`src/rtl/aes_key_expander_if.sv`:
```
// aes_key_expander_if: controller/key-expander bundle; AES_KEY_STORE_EN adds the round-key store read port
interface aes_key_expander_if #(parameter int KEY_W = 128);
  logic             start_expansion;
  logic [KEY_W-1:0] prev_key;
  logic [KEY_W-1:0] next_key;
  logic             key_valid;
  logic [3:0]       key_round;
  logic             finished_expansion;
  logic             busy;
`ifdef AES_KEY_STORE_EN
  logic [3:0]       rk_rd_idx;
  logic [KEY_W-1:0] rk_rd_data;
  modport master (output start_expansion, prev_key, rk_rd_idx,
                  input next_key, key_valid, key_round, finished_expansion, busy, rk_rd_data);
  modport slave (input start_expansion, prev_key, rk_rd_idx,
                 output next_key, key_valid, key_round, finished_expansion, busy, rk_rd_data);
`else
  modport master (output start_expansion, prev_key,
                  input next_key, key_valid, key_round, finished_expansion, busy);
  modport slave (input start_expansion, prev_key,
                 output next_key, key_valid, key_round, finished_expansion, busy);
`endif
endinterface

```
`src/rtl/aes_key_expander.sv`:
```
// aes_key_expander: AES-128 key schedule, round keys 1..10 one per clock; AES_KEY_STORE_EN adds an 11-entry round-key store
module aes_key_expander #(
  parameter int NUM_ROUNDS = 10,
  parameter int KEY_W      = 128
) (
  input logic clk,
  input logic reset,
  aes_key_expander_if.slave bus
);
  typedef enum logic [1:0] {IDLE, EXPAND} state_t;
  state_t           st;
  logic [KEY_W-1:0] key_q;
  logic [3:0]       round_q;
  logic             valid_q;
  logic             fin_q;
  logic             busy_q;
  logic [7:0]       rcon;
  logic [7:0]       rcon_nx;
  logic [KEY_W-1:0] src;
  logic [KEY_W-1:0] rk;
  logic [31:0]      t;
  logic             last;

  function automatic logic [7:0] gmul(input logic [7:0] a, input logic [7:0] b);
    logic [7:0] p;
    logic [7:0] x;
    p = 8'h00;
    x = a;
    for (int i = 0; i < 8; i++) begin
      p = p ^ (b[i] ? x : 8'h00);
      x = {x[6:0], 1'b0} ^ (x[7] ? 8'h1b : 8'h00);
    end
    return p;
  endfunction

  function automatic logic [7:0] sbox(input logic [7:0] a);
    logic [7:0] r;
    logic [7:0] e;
    r = 8'h01;
    e = 8'd254;
    for (int i = 7; i >= 0; i--) begin
      r = gmul(r, r);
      r = e[i] ? gmul(r, a) : r;
    end
    return r ^ {r[6:0], r[7]} ^ {r[5:0], r[7:6]} ^ {r[4:0], r[7:5]} ^ {r[3:0], r[7:4]} ^ 8'h63;
  endfunction

  assign last    = round_q == 4'(NUM_ROUNDS);
  assign rcon_nx = {rcon[6:0], 1'b0} ^ (rcon[7] ? 8'h1b : 8'h00);
  assign src     = st == IDLE ? bus.prev_key : key_q;
  assign t       = {sbox(src[23:16]), sbox(src[15:8]), sbox(src[7:0]), sbox(src[31:24])} ^ {rcon, 24'h0};
  assign rk[127:96] = src[127:96] ^ t;
  assign rk[95:64]  = src[95:64] ^ rk[127:96];
  assign rk[63:32]  = src[63:32] ^ rk[95:64];
  assign rk[31:0]   = src[31:0] ^ rk[63:32];

  always_ff @(posedge clk) begin
    if (reset) begin
      st      <= IDLE;
      key_q   <= '0;
      round_q <= 4'd0;
      valid_q <= 1'b0;
      fin_q   <= 1'b0;
      busy_q  <= 1'b0;
      rcon    <= 8'h01;
    end else begin
      case (st)
        IDLE: if (bus.start_expansion) begin
          st      <= EXPAND;
          key_q   <= rk;
          round_q <= 4'd1;
          valid_q <= 1'b1;
          busy_q  <= 1'b1;
          rcon    <= rcon_nx;
        end
        EXPAND: if (last) begin
          st      <= IDLE;
          round_q <= 4'd0;
          valid_q <= 1'b0;
          fin_q   <= 1'b0;
          busy_q  <= 1'b0;
          rcon    <= 8'h01;
        end else begin
          key_q   <= rk;
          round_q <= round_q + 4'd1;
          fin_q   <= round_q == 4'(NUM_ROUNDS - 1);
          rcon    <= rcon_nx;
        end
        default: begin
          st      <= IDLE;
          round_q <= 4'd0;
          valid_q <= 1'b0;
          fin_q   <= 1'b0;
          busy_q  <= 1'b0;
          rcon    <= 8'h01;
        end
      endcase
    end
  end

  assign bus.next_key           = key_q;
  assign bus.key_valid          = valid_q;
  assign bus.key_round          = round_q;
  assign bus.finished_expansion = fin_q;
  assign bus.busy               = busy_q;

`ifdef AES_KEY_STORE_EN
  logic [KEY_W-1:0] store [0:NUM_ROUNDS];
  logic [KEY_W-1:0] rd_q;
  always_ff @(posedge clk) begin
    if (reset) begin
      for (int i = 0; i <= NUM_ROUNDS; i++) store[i] <= '0;
      rd_q <= '0;
    end else begin
      if (st == IDLE && bus.start_expansion) begin
        store[0] <= bus.prev_key;
        store[1] <= rk;
      end
      if (st == EXPAND && !last) store[round_q + 4'd1] <= rk;
      rd_q <= bus.rk_rd_idx <= 4'(NUM_ROUNDS) ? store[bus.rk_rd_idx] : '0;
    end
  end
  assign bus.rk_rd_data = rd_q;
`endif
endmodule

```
`src/flat_wrapper.sv`:
```
// flat-port wrapper written by rule: the top's interface ports become plain ports
module aes_key_expander_flat 
#(
  parameter int NUM_ROUNDS = 10,
  parameter int KEY_W      = 128
)
  (clk, reset, bus_start_expansion, bus_prev_key, bus_next_key, bus_key_valid, bus_key_round, bus_finished_expansion, bus_busy);
  aes_key_expander_if #(.KEY_W(KEY_W)) bus_i ();
  input logic clk;
  input logic reset;
  input wire logic [$bits(bus_i.start_expansion)-1:0] bus_start_expansion;
  input wire logic [$bits(bus_i.prev_key)-1:0] bus_prev_key;
  output wire logic [$bits(bus_i.next_key)-1:0] bus_next_key;
  output wire logic [$bits(bus_i.key_valid)-1:0] bus_key_valid;
  output wire logic [$bits(bus_i.key_round)-1:0] bus_key_round;
  output wire logic [$bits(bus_i.finished_expansion)-1:0] bus_finished_expansion;
  output wire logic [$bits(bus_i.busy)-1:0] bus_busy;
  assign bus_i.start_expansion = bus_start_expansion;
  assign bus_i.prev_key = bus_prev_key;
  assign bus_next_key = bus_i.next_key;
  assign bus_key_valid = bus_i.key_valid;
  assign bus_key_round = bus_i.key_round;
  assign bus_finished_expansion = bus_i.finished_expansion;
  assign bus_busy = bus_i.busy;
  aes_key_expander #(.NUM_ROUNDS(NUM_ROUNDS), .KEY_W(KEY_W)) u_core (.clk(clk), .reset(reset), .bus(bus_i));
endmodule
```
`config.mk`:
```
export PLATFORM = sky130hd
export DESIGN_NAME = aes_key_expander_flat
export DESIGN_NICKNAME = d
export VERILOG_FILES = /design/src/rtl/aes_key_expander_if.sv /design/src/rtl/aes_key_expander.sv /design/src/flat_wrapper.sv
export SDC_FILE = /design/constraint.sdc
export NUM_CORES = 2
export LEC_CHECK = 0
export BUFFER_PORTS_ARGS = -buffer_cell sky130_fd_sc_hd__clkbuf_2
export CAP_MARGIN = 0
export CORE_ASPECT_RATIO = 1.25
export CORE_MARGIN = 2
export CORE_UTILIZATION = 60
export CTS_CLUSTER_DIAMETER = 120
export DETAILED_ROUTE_END_ITERATION = 10
export GPL_TIMING_DRIVEN = 0
export HOLD_SLACK_MARGIN = 0.05
export PLACE_DENSITY = 0.74
export SETUP_SLACK_MARGIN = 0.1
export SYNTH_ARGS = -nofsm -noshare
export SYNTH_HDL_FRONTEND = slang
export SYNTH_SLANG_ARGS = --single-unit
```
`constraint.sdc`:
```
create_clock -name clk -period 52.5 [get_ports clk]
set_input_delay 7.875 -clock clk [delete_from_list [all_inputs] [get_ports clk]]
set_output_delay 7.875 -clock clk [all_outputs]
set_load 0.005 [all_outputs]
```
### Word level (Yosys, flattened, before mapping)

Index checks and enable logic that the tools add are counted.

* bits in registers: 144
* word-level logic and storage cells: 1630

* mux-type cells: 831
* equal/unequal tests: 6
* bitwise gates (word level): 782
* add/subtract/negate cells: 1
* reductions and logical operators: 4

Operator list (number)
* $xor A8 B8 Y8: 773
* $mux W8: 422
* $mux W5: 369
* $mux W128: 3
* $pmux W128 S2: 1
* $xor A32 B32 Y32: 5
* $mux W7: 4
* $mux W4: 6
* $mux W6: 4
* $not A4 Y4: 4
* $pmux W8 S2: 1
* $mux W2: 6
* $mux W3: 4
* $eq A4 B4 Y1 const B: 2
* $pmux W4 S2: 1
* $mux W1: 7
* $add A4 B1 Y4 const B: 1
* $ne A2 B2 Y1 const B: 2
* $pmux W1 S2: 2
* $pmux W2 S2: 1
* $reduce_and A3 Y1: 1
* $eq A2 B1 Y1 const B: 1
* $logic_not A2 Y1: 1
* $ne A2 B1 Y1 const B: 1
* other kinds (2): 2

### Logic depth before layout (Yosys ltp)

* word-level depth: 230
* depth in mapped cells: 135

### Worst setup path after synthesis

OpenSTA, ideal clock, no wires.

* path kind: in2reg
* from: input bus_prev_key[23]
* to: register u_core.key_q[93] (netlist: u_core.bus.next_key[93])
* slack: 16.142 ns
* arrival time: 36.225 ns
* stages on the path: 110
* data required time: 52.368 ns
* cells stage by stage: clkbuf_1 -> mux2i_1 -> buf_2 -> buf_1 -> clkbuf_1 -> clkbuf_1 -> clkbuf_1 -> clkbuf_1 -> ha_1 -> clkbuf_1 -> xnor2_1 -> nor2_1 -> xnor3_1 -> xnor3_1 -> xnor2_2 -> nand2_1 -> xnor3_1 -> xnor3_1 -> (+74 left out) -> mux2i_4 -> xor2_1 -> nor2_1 -> xnor3_1 -> xor2_2 -> inv_1 -> buf_2 -> ha_1 -> xor3_1 -> mux2_2 -> o22ai_1 -> xor3_1 -> xnor2_1 -> xor3_1 -> xnor3_1 -> mux2_2 -> nand2_1 -> a21oi_1

* cells in the longest elaborated chain, start to end: 153

Ends and longest elaborated chain
* start, declared: line flat_wrapper.sv:12 `input wire logic [$bits(bus_i.prev_key)-1:0] bus_prev_key;`
* $mux W128 *: line aes_key_expander.sv:50 `assign src = st == IDLE ? bus.prev_key : key_q;`
* $mux W8: line aes_key_expander.sv:30 `p = p ^ (b[i] ? x : 8'h00);`
* $xor A8 B8 Y8: line aes_key_expander.sv:30
* $mux W5: line aes_key_expander.sv:31 `x = {x[6:0], 1'b0} ^ (x[7] ? 8'h1b : 8'h00);`
* $xor A8 B8 Y8 (4 in a row): line aes_key_expander.sv:31
* $mux W5 or $xor A8 B8 Y8 (tied branches): line aes_key_expander.sv:31
* $xor A8 B8 Y8 or $mux W5 (tied branches): line aes_key_expander.sv:31
* $xor A8 B8 Y8 or $mux W8 (tied branches): line aes_key_expander.sv:31, aes_key_expander.sv:30
* (+132 left out)
* $xor A8 B8 Y8 (3 in a row): line aes_key_expander.sv:45 `return r ^ {r[6:0], r[7]} ^ {r[5:0], r[7:6]} ^ {r[4:0], r[7:5]} ^ {r[3:0], r[7:4]} ^ 8'h63;`
* $xor A8 B8 Y8 *: line aes_key_expander.sv:45
* $not A4 Y4 (no source line) *
* $xor A32 B32 Y32 *: line aes_key_expander.sv:51 `assign t = {sbox(src[23:16]), sbox(src[15:8]), sbox(src[7:0]), sbox(src[31:24])} ^ {rcon, 24'h0};`
* $xor A32 B32 Y32 *: line aes_key_expander.sv:52 `assign rk[127:96] = src[127:96] ^ t;`
* $xor A32 B32 Y32 *: line aes_key_expander.sv:53 `assign rk[95:64] = src[95:64] ^ rk[127:96];`
* $mux W128, on equally long branches: line aes_key_expander.sv:76, aes_key_expander.sv:68
* $pmux W128 S2 *: line aes_key_expander.sv:67 `case (st)`
* end signal, assigned: line aes_key_expander.sv:70 `key_q <= rk;`
* end signal, assigned: line aes_key_expander.sv:84 `key_q <= rk;`
* end, declared: line aes_key_expander.sv:12 `logic [KEY_W-1:0] key_q;`

Mark *: on every way between the ends. The rest lies on a longest branch, timed or not. The select of a mux whose other input is x is not followed.
A chain may end at the register's enable or synchronous reset.

### Final worst setup path

* from: input bus_prev_key[15]
* to: register u_core.key_q[87] (netlist: u_core.bus.next_key[87])

* cells in the longest elaborated chain, start to end: 152

Ends and longest elaborated chain (line)
* $mux W128 *: aes_key_expander.sv:50
* $mux W8: aes_key_expander.sv:30
* $xor A8 B8 Y8: aes_key_expander.sv:30
* $mux W5: aes_key_expander.sv:31
* $xor A8 B8 Y8 (4 in a row): aes_key_expander.sv:31
* $mux W5: aes_key_expander.sv:31
* $xor A8 B8 Y8 (3 in a row): aes_key_expander.sv:31
* $mux W8: aes_key_expander.sv:30
* (+129 left out)
* $xor A8 B8 Y8 *: aes_key_expander.sv:30
* $xor A8 B8 Y8 (3 in a row): aes_key_expander.sv:45
* $xor A8 B8 Y8 *: aes_key_expander.sv:45
* $xor A32 B32 Y32 *: aes_key_expander.sv:51
* $xor A32 B32 Y32 *: aes_key_expander.sv:52
* $xor A32 B32 Y32 *: aes_key_expander.sv:53
* $mux W128, on equally long branches: aes_key_expander.sv:76, aes_key_expander.sv:68
* $pmux W128 S2 *: aes_key_expander.sv:67

Marks and branches as above.

==> results.json <==
{
  "fp-row-count": 145,
  "place_congestion": 1.05,
  "tns_ns": 0,
  "cpPeakStageDelay_ns": 0.79,
  "dp_hpwl_mm": 204,
  "routed_wl_mm": 259,
  "synthCells": 9193,
  "die_h_um": 401,
  "seq_area_frac_synth": 0.0376,
  "drv_slew": 53,
  "status": "finished, violations left",
  "pre_cts_slack_ns": 8.78,
  "drv_cap": 6,
  "via_per_inst": 6.29,
  "maxSlewHeadroom": -0.0807,
  "numCtsBuffers": 17,
  "start_util": 0.604,
  "boundaryPins": 266,
  "core-area_um2": 125000,
  "via_count": 69900,
  "drt-pass1-iter-count": 9,
  "cts_root_buf": "clkbuf_16",
  "cts_buffer_depth": 2,
  "design_area_um2": 79500,
  "synth_edf_count": 0,
  "post_cts_buffers": 0,
  "async_reset_ff_frac": 0,
  "grtUsageTotal": 0.385,
  "synth_warnings": 0,
  "clk_pin_slew_worst_paths_ns": 0.07,
  "clock_sinks": 142,
  "crit_path_max_fanout": 11,
  "end_kind": "flip-flop",
  "drive_gt1_frac": 0.0959,
  "synth.most_common_cell": "xnor2_1",
  "critPathBufInv": 30,
  "path_common_cell": "xnor2_1",
  "drc_errors": 0,
  "utilization": 0.636,
  "synth_top_area_share": 0.185,
  "critPathKind": "input pin to flip-flop",
  "die_area_um2": 129000,
  "syn2layout_area_growth_pct": 5.18,
  "crit_path_top_delay_cell": "a222oi_1",
  "setup_violations": 0,
  "fp.dieW_um": 321,
  "cp.required_ns": 52.80,
  "antenna_found_initial": 21,
  "post_drt_wl_per_cell_um": 23.3,
  "grt_overflow": 0,
  "dpl_cell_area_um2": 78900,
  "hold_class": "flip-flop to flip-flop",
  "ys_top_cells_by_count": "1531 x xnor2_1, 1412 x nor2_1, 999 x nand2_1",
  "portBuffers": 256,
  "fmax_mhz": 22.6,
  "grt_pass1_wl_mm": 390,
  "cts_hold_buf": 0,
  "rsz0062_at_grt": "no",
  "first_iter_violations": 7925,
  "worst_skew_pair.late_latency_ns": 0.48,
  "ant_nets": 0,
  "synth_area_leaders": "xnor3_1 19%, xnor2_1 18%, nor2_1 7.0%",
  "synth_nets": 9585,
  "cts_resized": 0,
  "layout_setup_ws_ns": 8.29,
  "grt_pass1_vias": 66700,
  "skew_ns": 0.0223,
  "syn_area_um2": 75500,
  "ys_seq_elements": 142,
  "avgSynthCellArea_um2": 8.22,
  "synthFlopType": "dfxtp_1",
  "nNetsFinal": 9861,
  "crit_arrival_ns": 44.52,
  "period_share": 0.842,
  "cts_tree": "built",
  "tightest_slew_ns": 1.61,
  "htreeDepth": 4,
  "violations": "max-capacitance violations, max-slew violations",
  "start_kind": "input pin",
  "yosysUniqueCellTypes": 123,
  "cpLargestDelayFamily": "XOR/XNOR gates",
  "grt_max_degree": 17,
  "finalWorstPathRequiredPeriod_ns": 44.21,
  "yosys.area.top_type": "xnor3_1",
  "hold_viol": 0
}
per-layer routing:
metal	track usage	routed length, µm	vias up
met3	0.0965	28300	783
met2	0.605	115000	3905
met5	0.00565	322	-
met4	0.194	14800	14
met1	0.489	101000	33400
li1	-	-	31800
cell usage in the layout, fill, tap and decap left out, drive strengths merged, types with 142 or more instances in the layout:
cell and count:
o21ai 226, xnor3 671, ha 261, nand2 1000
mux2i 263, nor2 1426, inv 257, buf 261
a21oi 354, nor3 161, xor2 644, dfxtp 142
xnor2 1660, clkbuf 627
flip-flops by register name, summed over array words and instances, names as in the netlist:
register,cells
u_core.bus.busy,1
u_core.bus.key_round,4
u_core.bus.finished_expansion,1
u_core.bus.next_key,128
u_core.rcon,8
worst paths after layout:
kind | startpoint | cells past startpoint | slack [ns] | endpoint
hold / removal | u_core.bus.next_key[38]$_SDFFE_PP0P_ | 2 | 0.47 | u_core.bus.next_key[38]$_SDFFE_PP0P_
hold reg to reg | u_core.bus.next_key[38]$_SDFFE_PP0P_ | 2 | 0.47 | u_core.bus.next_key[38]$_SDFFE_PP0P_
setup / recovery | bus_prev_key[15] | 119 | 8.29 | u_core.bus.next_key[87]$_SDFFE_PP0P_
setup reg to reg | u_core.bus.busy$_SDFFE_PP0P_ | 120 | 11.03 | u_core.bus.next_key[29]$_SDFFE_PP0P_
metrics by stage:
stage | cells | hold slack, ns
finish | 11100 | 0.473
global route | 11100 | 0.496
CTS | 11100 | 0.473
detailed placement | 11100 | 0.462
global placement | 11100 | 0.453
floorplan | 9193 | 0.458
worst min-delay path, stage by stage, from the launching register on:
cell	delay [ns]
dfxtp_1	0.32
nand2_1	0.06
a21oi_1	0.05
logic make-up (layout without fill, tap and decap cells):
family / after synthesis / count (layout) / synth area share
other: 0 / 10 / 0
multiplexers: 317 / 317 / 0.0443
buffers and inverters: 882 / 1171 / 0.0500
AND/OR/NAND/NOR: 3084 / 3084 / 0.173
adder cells (fa/ha/maj): 261 / 261 / 0.0432
flip-flops: 142 / 142 / 0.0376
XOR/XNOR: 3082 / 3082 / 0.521
AO/OA/AOI/OAI: 1425 / 1425 / 0.131
layout make-up:
cell class / count / area (µm²)
multi-input combinational: 8169 / 68900
sequential: 142 / 2840
fill: 11000 / 45500
buffer: 613 / 2760
clock inverter: 14 / 128
antenna: 10 / 25.0
clock buffer: 18 / 429
tap: 1617 / 2020
timing repair buffer: 257 / 1290
inverter: 269 / 1010
Power is not shown: default switching activity piles up to over one toggle a cycle in this logic, so the estimate is an artifact.
